===== src/rtl/serial_add_pkg.sv =====
// Shared types and sizing helpers for the bit-serial adder sequencer.
package serial_add_pkg;

  typedef enum logic [1:0] {
    IDLE = 2'd0,
    RUN  = 2'd1,
    DONE = 2'd2
  } state_e;

  localparam int DEFAULT_DATA_WIDTH = 8;

  // Counter must be able to hold the value DATA_WIDTH itself.
  function automatic int cnt_width(input int data_width);
    return $clog2(data_width + 1);
  endfunction

endpackage


===== src/rtl/bit_down_counter.sv =====
// Loadable down counter that saturates at zero; flags the last count.
module bit_down_counter #(
  parameter int CNT_WIDTH = 4
) (
  input  logic                 i_clk,
  input  logic                 reset,
  input  logic                 load,
  input  logic [CNT_WIDTH-1:0] load_val,
  input  logic                 en,
  output logic [CNT_WIDTH-1:0] count,
  output logic                 is_one
);

  logic [CNT_WIDTH-1:0] count_q;

  always_ff @(posedge i_clk) begin
    if (reset) begin
      count_q <= '0;
    end else if (load) begin
      count_q <= load_val;
    end else if (en && (count_q != '0)) begin
      count_q <= count_q - 1'b1;
    end
  end

  assign count  = count_q;
  assign is_one = (count_q == CNT_WIDTH'(1));

endmodule


===== src/rtl/serial_add_ctrl.sv =====
// Sequencer for the bit-serial adder: captures an operand pair, ripples one
// full-add per cycle LSB-first, then holds sum/carry-out until consumed.
module serial_add_ctrl
  import serial_add_pkg::*;
#(
  parameter int DATA_WIDTH = DEFAULT_DATA_WIDTH,
  parameter int CNT_WIDTH  = cnt_width(DATA_WIDTH)
) (
  input  logic                  i_clk,
  input  logic                  reset,
  input  logic                  in_valid,
  output logic                  in_ready,
  input  logic [DATA_WIDTH-1:0] a_in,
  input  logic [DATA_WIDTH-1:0] b_in,
  output logic                  out_valid,
  input  logic                  out_ready,
  output logic [DATA_WIDTH-1:0] sum_out,
  output logic                  cout_out,
  output logic                  busy
);

  // Handshakes: a transfer happens on a rising edge where valid and ready
  // are both high; ready/valid here depend on registered state only.

  state_e                state_q;
  logic [DATA_WIDTH-1:0] a_sr_q;
  logic [DATA_WIDTH-1:0] b_sr_q;
  logic [DATA_WIDTH-1:0] sum_sr_q;
  logic                  carry_q;

  logic [CNT_WIDTH-1:0]  cnt_q;
  logic                  cnt_is_one;
  logic                  cnt_load;
  logic                  cnt_en;
  logic                  bit_s;
  logic                  bit_c;

  assign bit_s = a_sr_q[0] ^ b_sr_q[0] ^ carry_q;
  assign bit_c = (a_sr_q[0] & b_sr_q[0]) | (a_sr_q[0] & carry_q) | (b_sr_q[0] & carry_q);

  assign cnt_load = (state_q == IDLE) && in_valid;
  assign cnt_en   = (state_q == RUN) && (cnt_q != '0);

  bit_down_counter #(
    .CNT_WIDTH(CNT_WIDTH)
  ) u_cnt (
    .i_clk   (i_clk),
    .reset   (reset),
    .load    (cnt_load),
    .load_val(CNT_WIDTH'(DATA_WIDTH)),
    .en      (cnt_en),
    .count   (cnt_q),
    .is_one  (cnt_is_one)
  );

  always_ff @(posedge i_clk) begin
    if (reset) begin
      state_q  <= IDLE;
      a_sr_q   <= '0;
      b_sr_q   <= '0;
      sum_sr_q <= '0;
      carry_q  <= 1'b0;
    end else begin
      case (state_q)
        IDLE: begin
          if (in_valid) begin
            a_sr_q   <= a_in;
            b_sr_q   <= b_in;
            sum_sr_q <= '0;
            carry_q  <= 1'b0;
            state_q  <= RUN;
          end
        end
        RUN: begin
          sum_sr_q <= {bit_s, sum_sr_q[DATA_WIDTH-1:1]};
          carry_q  <= bit_c;
          a_sr_q   <= {1'b0, a_sr_q[DATA_WIDTH-1:1]};
          b_sr_q   <= {1'b0, b_sr_q[DATA_WIDTH-1:1]};
          // The counter still holds 1 while the final bit is being added.
          if (cnt_is_one) begin
            state_q <= DONE;
          end
        end
        DONE: begin
          if (out_ready) begin
            state_q <= IDLE;
          end
        end
        default: state_q <= IDLE;
      endcase
    end
  end

  assign in_ready  = (state_q == IDLE);
  assign out_valid = (state_q == DONE);
  assign busy      = (state_q == RUN) || (state_q == DONE);
  assign sum_out   = sum_sr_q;
  assign cout_out  = carry_q;

endmodule


===== config.mk =====
export PLATFORM = sky130hd
export DESIGN_NAME = serial_add_ctrl
export DESIGN_NICKNAME = d
export VERILOG_FILES = /design/src/rtl/serial_add_pkg.sv /design/src/rtl/bit_down_counter.sv /design/src/rtl/serial_add_ctrl.sv
export SDC_FILE = /design/constraint.sdc
export NUM_CORES = 1
export LEC_CHECK = 0
export BUFFER_PORTS_ARGS = -buffer_cell sky130_fd_sc_hd__buf_2
export CORE_UTILIZATION = 47
export DETAILED_ROUTE_END_ITERATION = 10
export GPL_TIMING_DRIVEN = 1
export PLACE_DENSITY = 0.85
export REMOVE_ABC_BUFFERS = 1
export SETUP_SLACK_MARGIN = 0.02
export SKIP_CTS_REPAIR_TIMING = 1
export SLEW_MARGIN = 40
export SYNTH_ARGS = -nofsm -noshare
export SYNTH_HDL_FRONTEND = slang
export SYNTH_SLANG_ARGS = --single-unit

===== constraint.sdc =====
create_clock -name i_clk -period 1.35 [get_ports i_clk]
set_input_delay 0.0675 -clock i_clk [delete_from_list [all_inputs] [get_ports i_clk]]
set_output_delay 0.0675 -clock i_clk [all_outputs]
set_load 0.01 [all_outputs]

==> flow_summary.json, run 1 <==
{
  "drtIter0Drc": 35,
  "cts_tree": "yes",
  "drive_gt1_frac": 0.523,
  "reg2reg_from": "state_q[0]$_SDFFE_PP0P_",
  "ys_async_sr_fraction": 0,
  "hold_path.class": "primary input to flip-flop",
  "syn_area_sq_mm": 0.00145,
  "grt_pass1_vias": 1153,
  "slew_headroom": 0.741,
  "yosysTopAreaCell": "dfxtp_1",
  "crit_path_start_kind": "flip-flop",
  "syn_avg_cell_area_sq_um": 10.1,
  "cts.path.max_buffers": 2,
  "place_area_sq_mm": 0.00166,
  "cts_buffers": 5,
  "num-fill-cells": 206,
  "layout_setup_ws_ns": -0.130,
  "cts.reportedPaths.clkPinSlew_ns": 0.10,
  "dieWidth_um": 57.5,
  "power_density_mw_per_mm2": 1800,
  "crit_fanout": 7,
  "synth_edf_count": 0,
  "rsz0062_at_grt": "yes",
  "min_delay_worst_endpoint": "state_q[1]$_SDFFE_PP0P_",
  "crit_chain": "inv_4, ha_4, buf_12, mux2_4, nor2_2, a211oi_1",
  "die_area_sq_mm": 0.00331,
  "fin_skew_ns": 0.00839,
  "grtUsageTotal": 0.196,
  "yosysMostFrequentCell": "dfxtp_1",
  "reg2reg_slack_ns": -0.13,
  "insertedDiodeCount": 0,
  "drcViolationCount": 3,
  "reg2reg_to": "a_sr_q[0]$_SDFFE_PP0P_",
  "vias": 1309,
  "crit_path_top_delay_cell": "dfxtp_4",
  "required_ns": 1.58,
  "ir_drop_mv": 0.917,
  "wl_per_cell_um": 17.4,
  "whs_ns": 0.0581,
  "overflow": 0,
  "fmax_ghz": 0.675,
  "core_area_sq_mm": 0.00283,
  "first_pass_iters": 7,
  "timing.final.crit_share": 1.10,
  "worst_slew_pin_slew_ns": 0.389,
  "synth_cell_types": 29,
  "h-tree-depth": 2,
  "postLayoutCellArea_sq_mm": 0.00206,
  "max_cap_violations": 0,
  "num_rows": 19,
  "finalSetupViolCount": 28,
  "clock_latency_ns": 0.34,
  "fin_nets": 219,
  "io_buffers": 31,
  "gp_congestion": 0.688,
  "crit_path_end_kind": "flip-flop",
  "pin_count": 32,
  "holdPathStages": 3,
  "synthCells": 144,
  "synth_area_leaders": "dfxtp_1 43%, mux2i_1 12%, nor2_1 7.0%",
  "dp_hpwl_mm": 2.12,
  "crit_type": "flip-flop to flip-flop",
  "crit_arrival_ns": 1.72,
  "grt_antenna_before_repair": 0,
  "violations": "DRC, setup timing",
  "reg2regPathDepth": 6,
  "syn_to_final_growth_pct": 42.4,
  "ys_seq_elements": 31,
  "leakagePower_nw": 0.853,
  "grt_max_degree": 29,
  "die_h_um": 57.5,
  "start_util": 0.512,
  "run_status": "finished, violations left",
  "finalWirelength_mm": 3.89,
  "vias_per_cell": 5.84,
  "ys_warn_count": 0,
  "synth_seq_area_share": 0.429,
  "post-route-min-period_ns": 1.48,
  "netlist_top_cells_count": "31 x dfxtp_1, 27 x nor2_1, 17 x mux2i_1",
  "root_buffer": "clkbuf_4",
  "slew_violations": 0,
  "hold_viol": 0,
  "grt_pass1_wl_mm": 4.85,
  "postRouteAntennaNets": 0,
  "cts_sinks": 31,
  "ys.flop_type": "dfxtp_1",
  "max_stage_delay_ns": 0.40,
  "yosysTopAreaCellShare": 0.429,
  "hp-start": "out_ready"
}
cell families after synthesis:
family | Yosys count | synth area share
adder cells (fa/ha/maj) | 6 | 0.0570
flip-flops | 31 | 0.429
buffers and inverters | 16 | 0.0588
AO/OA/AOI/OAI | 34 | 0.201
multiplexers | 18 | 0.128
AND/OR/NAND/NOR | 38 | 0.121
XOR/XNOR | 1 | 0.00605
layout make-up:
class | instances | area (sq um) | share of cell area
clock buffer | 6 | 51.3 | 0.0249
clock inverter | 1 | 5.00 | 0.00243
inverter | 5 | 23.8 | 0.0115
multi-input combinational | 100 | 970 | 0.471
sequential | 31 | 628 | 0.305
tap | 31 | 38.8 | 0.0188
timing repair buffer | 50 | 344 | 0.167
flip-flops by register name (all words and copies together) (netlist names):
register and flops:
cout_out 1, b_sr_q 8, state_q 2, a_sr_q 8, sum_out 8, u_cnt.count 4
power by group:
| group | switching, W | leakage (nW) | total (W) | internal [W] |
|---|---|---|---|---|
| clock | 0.000320 | 0.0341 | 0.000561 | 0.000241 |
| sequential | 0.000166 | 0.256 | 0.00126 | 0.00110 |
| combinational | 0.000937 | 0.562 | 0.00189 | 0.000954 |
stage by stage:
step                      total power, W  worst slack [ns]  cells   util  setup TNS (ns)
after floorplan                  0.00203            -0.754    133      -          -20.07
after detailed placement         0.00242            -0.189    206  0.586           -2.88
after global placement           0.00234           -0.0927    206  0.586           -1.27
final                            0.00372            -0.130    224  0.728           -1.75
after CTS                        0.00297            -0.220    213  0.606           -3.68
after global routing             0.00390            -0.157    224  0.728           -2.69
critical path: cells and delay by family (launching register included):
family | cells | cell delay [ns]
DFF | 1 | 0.40
and+or+nand+nor | 1 | 0.06
buffers and inverters | 2 | 0.18
AOI/OAI and AO/OA | 1 | 0.25
muxes | 1 | 0.30
adders and majority gates | 1 | 0.18
worst max path at each step:
stage	startpoint	end	slack, ns
after floorplan	state_q[1]$_SDFFE_PP0P_	a_sr_q[7]$_SDFFE_PP0P_	-0.75
after global placement	state_q[0]$_SDFFE_PP0P_	a_sr_q[2]$_SDFFE_PP0P_	-0.09
after detailed placement	state_q[0]$_SDFFE_PP0P_	b_sr_q[5]$_SDFFE_PP0P_	-0.19
after CTS	state_q[0]$_SDFFE_PP0P_	b_sr_q[5]$_SDFFE_PP0P_	-0.22
after global routing	state_q[0]$_SDFFE_PP0P_	a_sr_q[0]$_SDFFE_PP0P_	-0.16
final	state_q[0]$_SDFFE_PP0P_	a_sr_q[0]$_SDFFE_PP0P_	-0.13
per-layer routing:
metal | routed length, um | track usage | vias up
li1 | - | - | 625
met1 | 1690 | 0.219 | 643
met2 | 1990 | 0.334 | 35
met3 | 159 | 0.0544 | 6
met4 | 51 | 0.108 | 0
met5 | 0 | 0 | -
cell usage in the layout, fill, tap and decap left out, types with 4 or more instances in the layout:
cell      synthesis  final
a211oi_1          8      4
a211oi_2          6     10
a32oi_1           9      7
buf_2             5     30
buf_4             1     11
buf_6             2      5
clkbuf_4          0      5
dfxtp_1          31     27
mux2_4            1      4
mux2i_1          17     16
nand2b_1          5      4
nor2_1           27     19
nor2_4            0      5
Note: power is estimated with default switching activity, not from simulation.
==> run 2, diff against run 1 <==
--- a/config.mk
+++ b/config.mk
@@ -6,6 +6,7 @@
 export NUM_CORES = 1
 export LEC_CHECK = 0
 export BUFFER_PORTS_ARGS = -buffer_cell sky130_fd_sc_hd__buf_2
+export CORE_MARGIN = 2
 export CORE_UTILIZATION = 47
 export DETAILED_ROUTE_END_ITERATION = 10
 export GPL_TIMING_DRIVEN = 1
==> run 2 against run 1 <==
The flow finishes with violations (hold timing, setup timing). Hold slack worse by 0.088 ns. Critical endpoint is now sum_out[7]$_SDFFE_PP0P_. Sequential power barely moved. Critical path depth is the same. Clock power is 8.9% higher. Utilization decreased by 6.1 points.
==> flow_summary.json, run 2 (synthesis results as in run 1) <==
{
  "run_status": "finished, violations left",
  "violations": "hold timing, setup timing",
  "ir_drop_mv": 0.912,
  "cts.reportedPaths.clkPinSlew_ns": 0.09,
  "drtIter0Drc": 48,
  "required_ns": 1.57,
  "num_rows": 20,
  "crit_chain": "inv_1, ha_4, nand2b_1, buf_4, a32oi_1, nor2_1",
  "core_area_sq_mm": 0.00300,
  "final_common_cell": "buf_2",
  "syn_to_final_growth_pct": 38.5,
  "first_pass_iters": 4,
  "cts_buffers": 5,
  "grt_pass1_wl_mm": 4.70,
  "place_area_sq_mm": 0.00168,
  "grt_antenna_before_repair": 0,
  "h-tree-depth": 2,
  "timing.final.crit_share": 1.05,
  "leakagePower_nw": 0.825,
  "max_cap_violations": 0,
  "slew_violations": 0,
  "fin_skew_ns": 0.00680,
  "crit_fanout": 10,
  "slew_headroom": 0.697,
  "crit_path_top_delay_cell": "dfxtp_2",
  "clock_latency_ns": 0.33,
  "grt_max_degree": 29,
  "finalSetupViolCount": 24,
  "whs_ns": -0.0298,
  "cts.path.max_buffers": 2,
  "finalWirelength_mm": 3.65,
  "wl_per_cell_um": 16.3,
  "post-route-min-period_ns": 1.42,
  "max_stage_delay_ns": 0.35,
  "grt_pass1_vias": 1108,
  "num-fill-cells": 221,
  "cts_sinks": 31,
  "register_area_sq_um": 624,
  "vias": 1294,
  "insertedDiodeCount": 0,
  "postLayoutCellArea_sq_mm": 0.00200,
  "finalSetupTns_ns": -0.684,
  "dp_slack_ns": -0.171,
  "reg2reg_slack_ns": -0.07,
  "crit_path_end_kind": "flip-flop",
  "layout_setup_ws_ns": -0.0737,
  "worst_slew_pin_slew_ns": 0.454,
  "postRouteAntennaNets": 0,
  "pin_count": 32,
  "fmax_ghz": 0.702,
  "root_buffer": "clkbuf_4",
  "overflow": 0,
  "rsz0062_at_grt": "yes",
  "multiInputGateArea_sq_um": 955,
  "drive_gt1_frac": 0.513,
  "drcViolationCount": 0,
  "grtUsageTotal": 0.175,
  "power_w": 0.00361,
  "die_area_sq_mm": 0.00354,
  "crit_arrival_ns": 1.65,
  "cts_tree": "yes",
  "dieWidth_um": 59.5,
  "io_buffers": 31,
  "crit_path_start_kind": "flip-flop",
  "die_h_um": 59.5,
  "gp_congestion": 0.686,
  "fin_nets": 216,
  "crit_type": "flip-flop to flip-flop",
  "vias_per_cell": 5.78,
  "hold_viol": 1,
  "hold_path.class": "primary input to flip-flop",
  "start_util": 0.482,
  "dp_hpwl_mm": 2.18,
  "power_density_mw_per_mm2": 1800,
  "layout_common_cells": "31 x buf_2, 28 x dfxtp_1, 16 x mux2i_1, 15 x nor2_1, 12 x buf_4"
}
[run 2: changes by cell type in the layout (fill, tap and decap cells not counted), moves of 2 or more]
| cell | previous run | this run |
|---|---|---|
| nor2_1 | 19 | 15 |
| inv_1 | 0 | 2 |
| nor2_4 | 5 | 7 |
| buf_6 | 5 | 3 |
| nor2_2 | 3 | 5 |
| dlygate4sd3_1 | 2 | 0 |
[run 2: layout make-up]
type / instances / share of cell area
multi-input cells: 100 / 0.476
well taps: 33 / 0.0206
flip-flops and latches: 31 / 0.311
inverters: 5 / 0.0106
repair buffers: 47 / 0.147
clock buffers: 8 / 0.0343
[run 2: worst max-delay path, delay by kind of cell, from the launching register on]
kind,cells,cell delay (ns)
DFF,1,0.35
buffers and inverters,2,0.30
adders and majority gates,1,0.23
AOI/OAI and AO/OA,1,0.23
and+or+nand+nor,2,0.20
[run 2: layer usage]
layer / GRT usage / vias to the layer above / share of wire / wire [um]
met5: 0 / - / 0 / 0
met4: 0.0635 / 0 / 0.015 / 55
met3: 0.0590 / 6 / 0.050 / 181
met2: 0.286 / 45 / 0.51 / 1850
met1: 0.215 / 621 / 0.43 / 1560
li1: - / 622 / - / -
[run 2: power by group]
part | total, W | internal, W | switching, W
clock | 0.000611 | 0.000306 | 0.000305
sequential | 0.00125 | 0.00109 | 0.000162
combinational | 0.00174 | 0.000855 | 0.000886
[run 2: stage by stage]
stage / hold WS, ns / utilization / std cells
finish: -0.0298 / 0.668 / 224
global route: 0.0169 / 0.668 / 224
CTS: -0.0342 / 0.583 / 219
detailed placement: 0.312 / 0.560 / 211
global placement: 0.301 / 0.560 / 211
floorplan: 0.132 / - / 133
[run 2: worst paths after layout]
check	from	endpoint	depth (start not counted)
worst min-delay path	a_in[7]	a_sr_q[7]$_SDFFE_PP0P_	3
worst max-delay path	state_q[0]$_SDFFE_PP0P_	sum_out[7]$_SDFFE_PP0P_	6
worst min register to register	sum_out[0]$_SDFFE_PP0P_	sum_out[0]$_SDFFE_PP0P_	2
worst max register to register	state_q[0]$_SDFFE_PP0P_	sum_out[7]$_SDFFE_PP0P_	6
==> run 3, diff against run 2 <==
--- a/config.mk
+++ b/config.mk
@@ -6,6 +6,7 @@
 export NUM_CORES = 1
 export LEC_CHECK = 0
 export BUFFER_PORTS_ARGS = -buffer_cell sky130_fd_sc_hd__buf_2
+export CORE_ASPECT_RATIO = 0.8
 export CORE_MARGIN = 2
 export CORE_UTILIZATION = 47
 export DETAILED_ROUTE_END_ITERATION = 10
==> run 3 against run 2 <==
The run ends with setup timing left. Clock skew fell by 0.0039 ns. Non-clock buffer count fell by 1. Die area barely moved. First-iteration DRC count down 13%. Via count fell by 4.2%. Combinational power shrank 6%. Critical endpoint is now a_sr_q[2]$_SDFFE_PP0P_. Cell area decreased by 0.94%. Hold slack gained 0.062 ns. Utilization rose by 2.9 points.
==> flow_summary.json, run 3 (synthesis results as in run 1) <==
{
  "whs_ns": 0.0320,
  "cts_buffers": 5,
  "timing.final.crit_share": 1.04,
  "leakagePower_nw": 0.837,
  "slew_violations": 0,
  "path_buf_inv": 2,
  "min_delay_worst_endpoint": "b_sr_q[7]$_SDFFE_PP0P_",
  "hold_path.class": "primary input to flip-flop",
  "start_util": 0.508,
  "max_cap_violations": 0,
  "place_area_sq_mm": 0.00167,
  "reg2reg_from": "state_q[1]$_SDFFE_PP0P_",
  "dp_slack_ns": -0.251,
  "final_cells": 228,
  "layout_common_cells": "31 x buf_2, 28 x dfxtp_1, 25 x nor2_1, 16 x mux2i_1, 10 x buf_4",
  "crit_path_top_delay_cell": "dfxtp_2",
  "holdPathStages": 3,
  "overflow": 0,
  "num_rows": 17,
  "vias_per_cell": 5.44,
  "grtUsageTotal": 0.194,
  "cp_top_family": "flip-flops",
  "die_area_sq_mm": 0.00354,
  "crit_type": "flip-flop to flip-flop",
  "cts_sinks": 31,
  "drive_gt1_frac": 0.447,
  "dp_cells": 213,
  "ir_drop_mv": 0.934,
  "hold_viol": 0,
  "rsz0062_at_grt": "yes",
  "slew_headroom": 0.744,
  "violations": "setup timing",
  "drtIter0Drc": 42,
  "max_stage_delay_ns": 0.35,
  "drcViolationCount": 0,
  "crit_path_end_kind": "flip-flop",
  "grt_pass1_vias": 1154,
  "cts.reportedPaths.clkPinSlew_ns": 0.07,
  "insertedDiodeCount": 0,
  "post-route-min-period_ns": 1.40,
  "reg2reg_slack_ns": -0.05,
  "fmax_ghz": 0.714,
  "grt_max_degree": 29,
  "vias": 1240,
  "first_pass_iters": 4,
  "run_status": "finished, violations left",
  "required_ns": 1.51,
  "dp_hpwl_mm": 2.20,
  "h-tree-depth": 2,
  "fin_nets": 215,
  "grt_pass1_wl_mm": 5.07,
  "grt_antenna_before_repair": 0,
  "wl_per_cell_um": 15.3,
  "power_w": 0.00379,
  "final_common_cell": "buf_2",
  "crit_fanout": 7,
  "root_buffer": "clkbuf_8",
  "crit_path_start_kind": "flip-flop",
  "finalWirelength_mm": 3.49,
  "fin_skew_ns": 0.00287,
  "hp-start": "b_in[7]",
  "dieWidth_um": 66.1,
  "postRouteAntennaNets": 0,
  "reg2regPathDepth": 6,
  "die_h_um": 53.6,
  "crit_arrival_ns": 1.56,
  "syn_to_final_growth_pct": 37.2,
  "clock_latency_ns": 0.28,
  "cts_tree": "yes",
  "cts.path.max_buffers": 2,
  "worst_slew_pin_slew_ns": 0.383,
  "power_density_mw_per_mm2": 1910,
  "reg2reg_to": "a_sr_q[2]$_SDFFE_PP0P_",
  "core_area_sq_mm": 0.00285,
  "gp_congestion": 0.744,
  "pin_count": 32,
  "crit_chain": "inv_4, ha_4, buf_12, mux2_4, nor2_1, a211oi_2",
  "finalSetupViolCount": 13,
  "io_buffers": 31,
  "layout_setup_ws_ns": -0.0498,
  "postLayoutCellArea_sq_mm": 0.00199
}
==> run 3: changes by cell type in the layout (fill, tap and decap cells not counted), moves of 2 or more <==
cell,before,now
a211oi_1,3,7
a211oi_2,11,7
nor2_2,5,2
clkbuf_4,5,0
nor2_1,15,25
nor2_4,7,0
buf_4,12,10
clkbuf_8,2,6
==> run 3: tightest hold or removal path, cell delays in order <==
cell and delay, ns:
buf_2 0.08, a22oi_1 0.05, nor2_1 0.08
==> run 3: worst max path at each step <==
stage	from	to	depth (start not counted)
2_1_floorplan	state_q[1]$_SDFFE_PP0P_	a_sr_q[7]$_SDFFE_PP0P_	5
3_3_place_gp	state_q[0]$_SDFFE_PP0P_	a_sr_q[6]$_SDFFE_PP0P_	5
3_5_place_dp	state_q[0]$_SDFFE_PP0P_	b_sr_q[6]$_SDFFE_PP0P_	5
4_1_cts	state_q[0]$_SDFFE_PP0P_	b_sr_q[6]$_SDFFE_PP0P_	5
5_1_grt	state_q[0]$_SDFFE_PP0P_	sum_out[4]$_SDFFE_PP0P_	7
6_report	state_q[1]$_SDFFE_PP0P_	a_sr_q[2]$_SDFFE_PP0P_	6
==> run 3: metrics by stage <==
stage,setup TNS (ns),util
6_report,-0.299,0.697
5_1_grt,-1.95,0.697
4_1_cts,-3.79,0.626
3_5_place_dp,-3.42,0.585
3_3_place_gp,-1.23,0.585
2_1_floorplan,-20.07,-
==> run 3: where the power goes <==
| group | internal, W | total (W) | switching, W |
|---|---|---|---|
| registers | 0.00110 | 0.00122 | 0.000119 |
| logic | 0.000804 | 0.00163 | 0.000823 |
| clock network | 0.000597 | 0.000947 | 0.000350 |
==> run 3: metal layers <==
layer / track usage / wire length (um) / up-vias
met5: 0 / 0 / -
met4: 0.0612 / 25 / 0
met3: 0.0711 / 226 / 3
met2: 0.357 / 1710 / 45
met1: 0.212 / 1540 / 573
li1: - / - / 619
==> run 3: final cells by class <==
class | count | area (sq um)
clock inverter | 2 | 35.0
timing repair buffer | 46 | 295
inverter | 5 | 21.3
sequential | 31 | 627
clock buffer | 6 | 82.6
fill | 220 | 865
multi-input combinational | 100 | 877
tap | 38 | 47.5
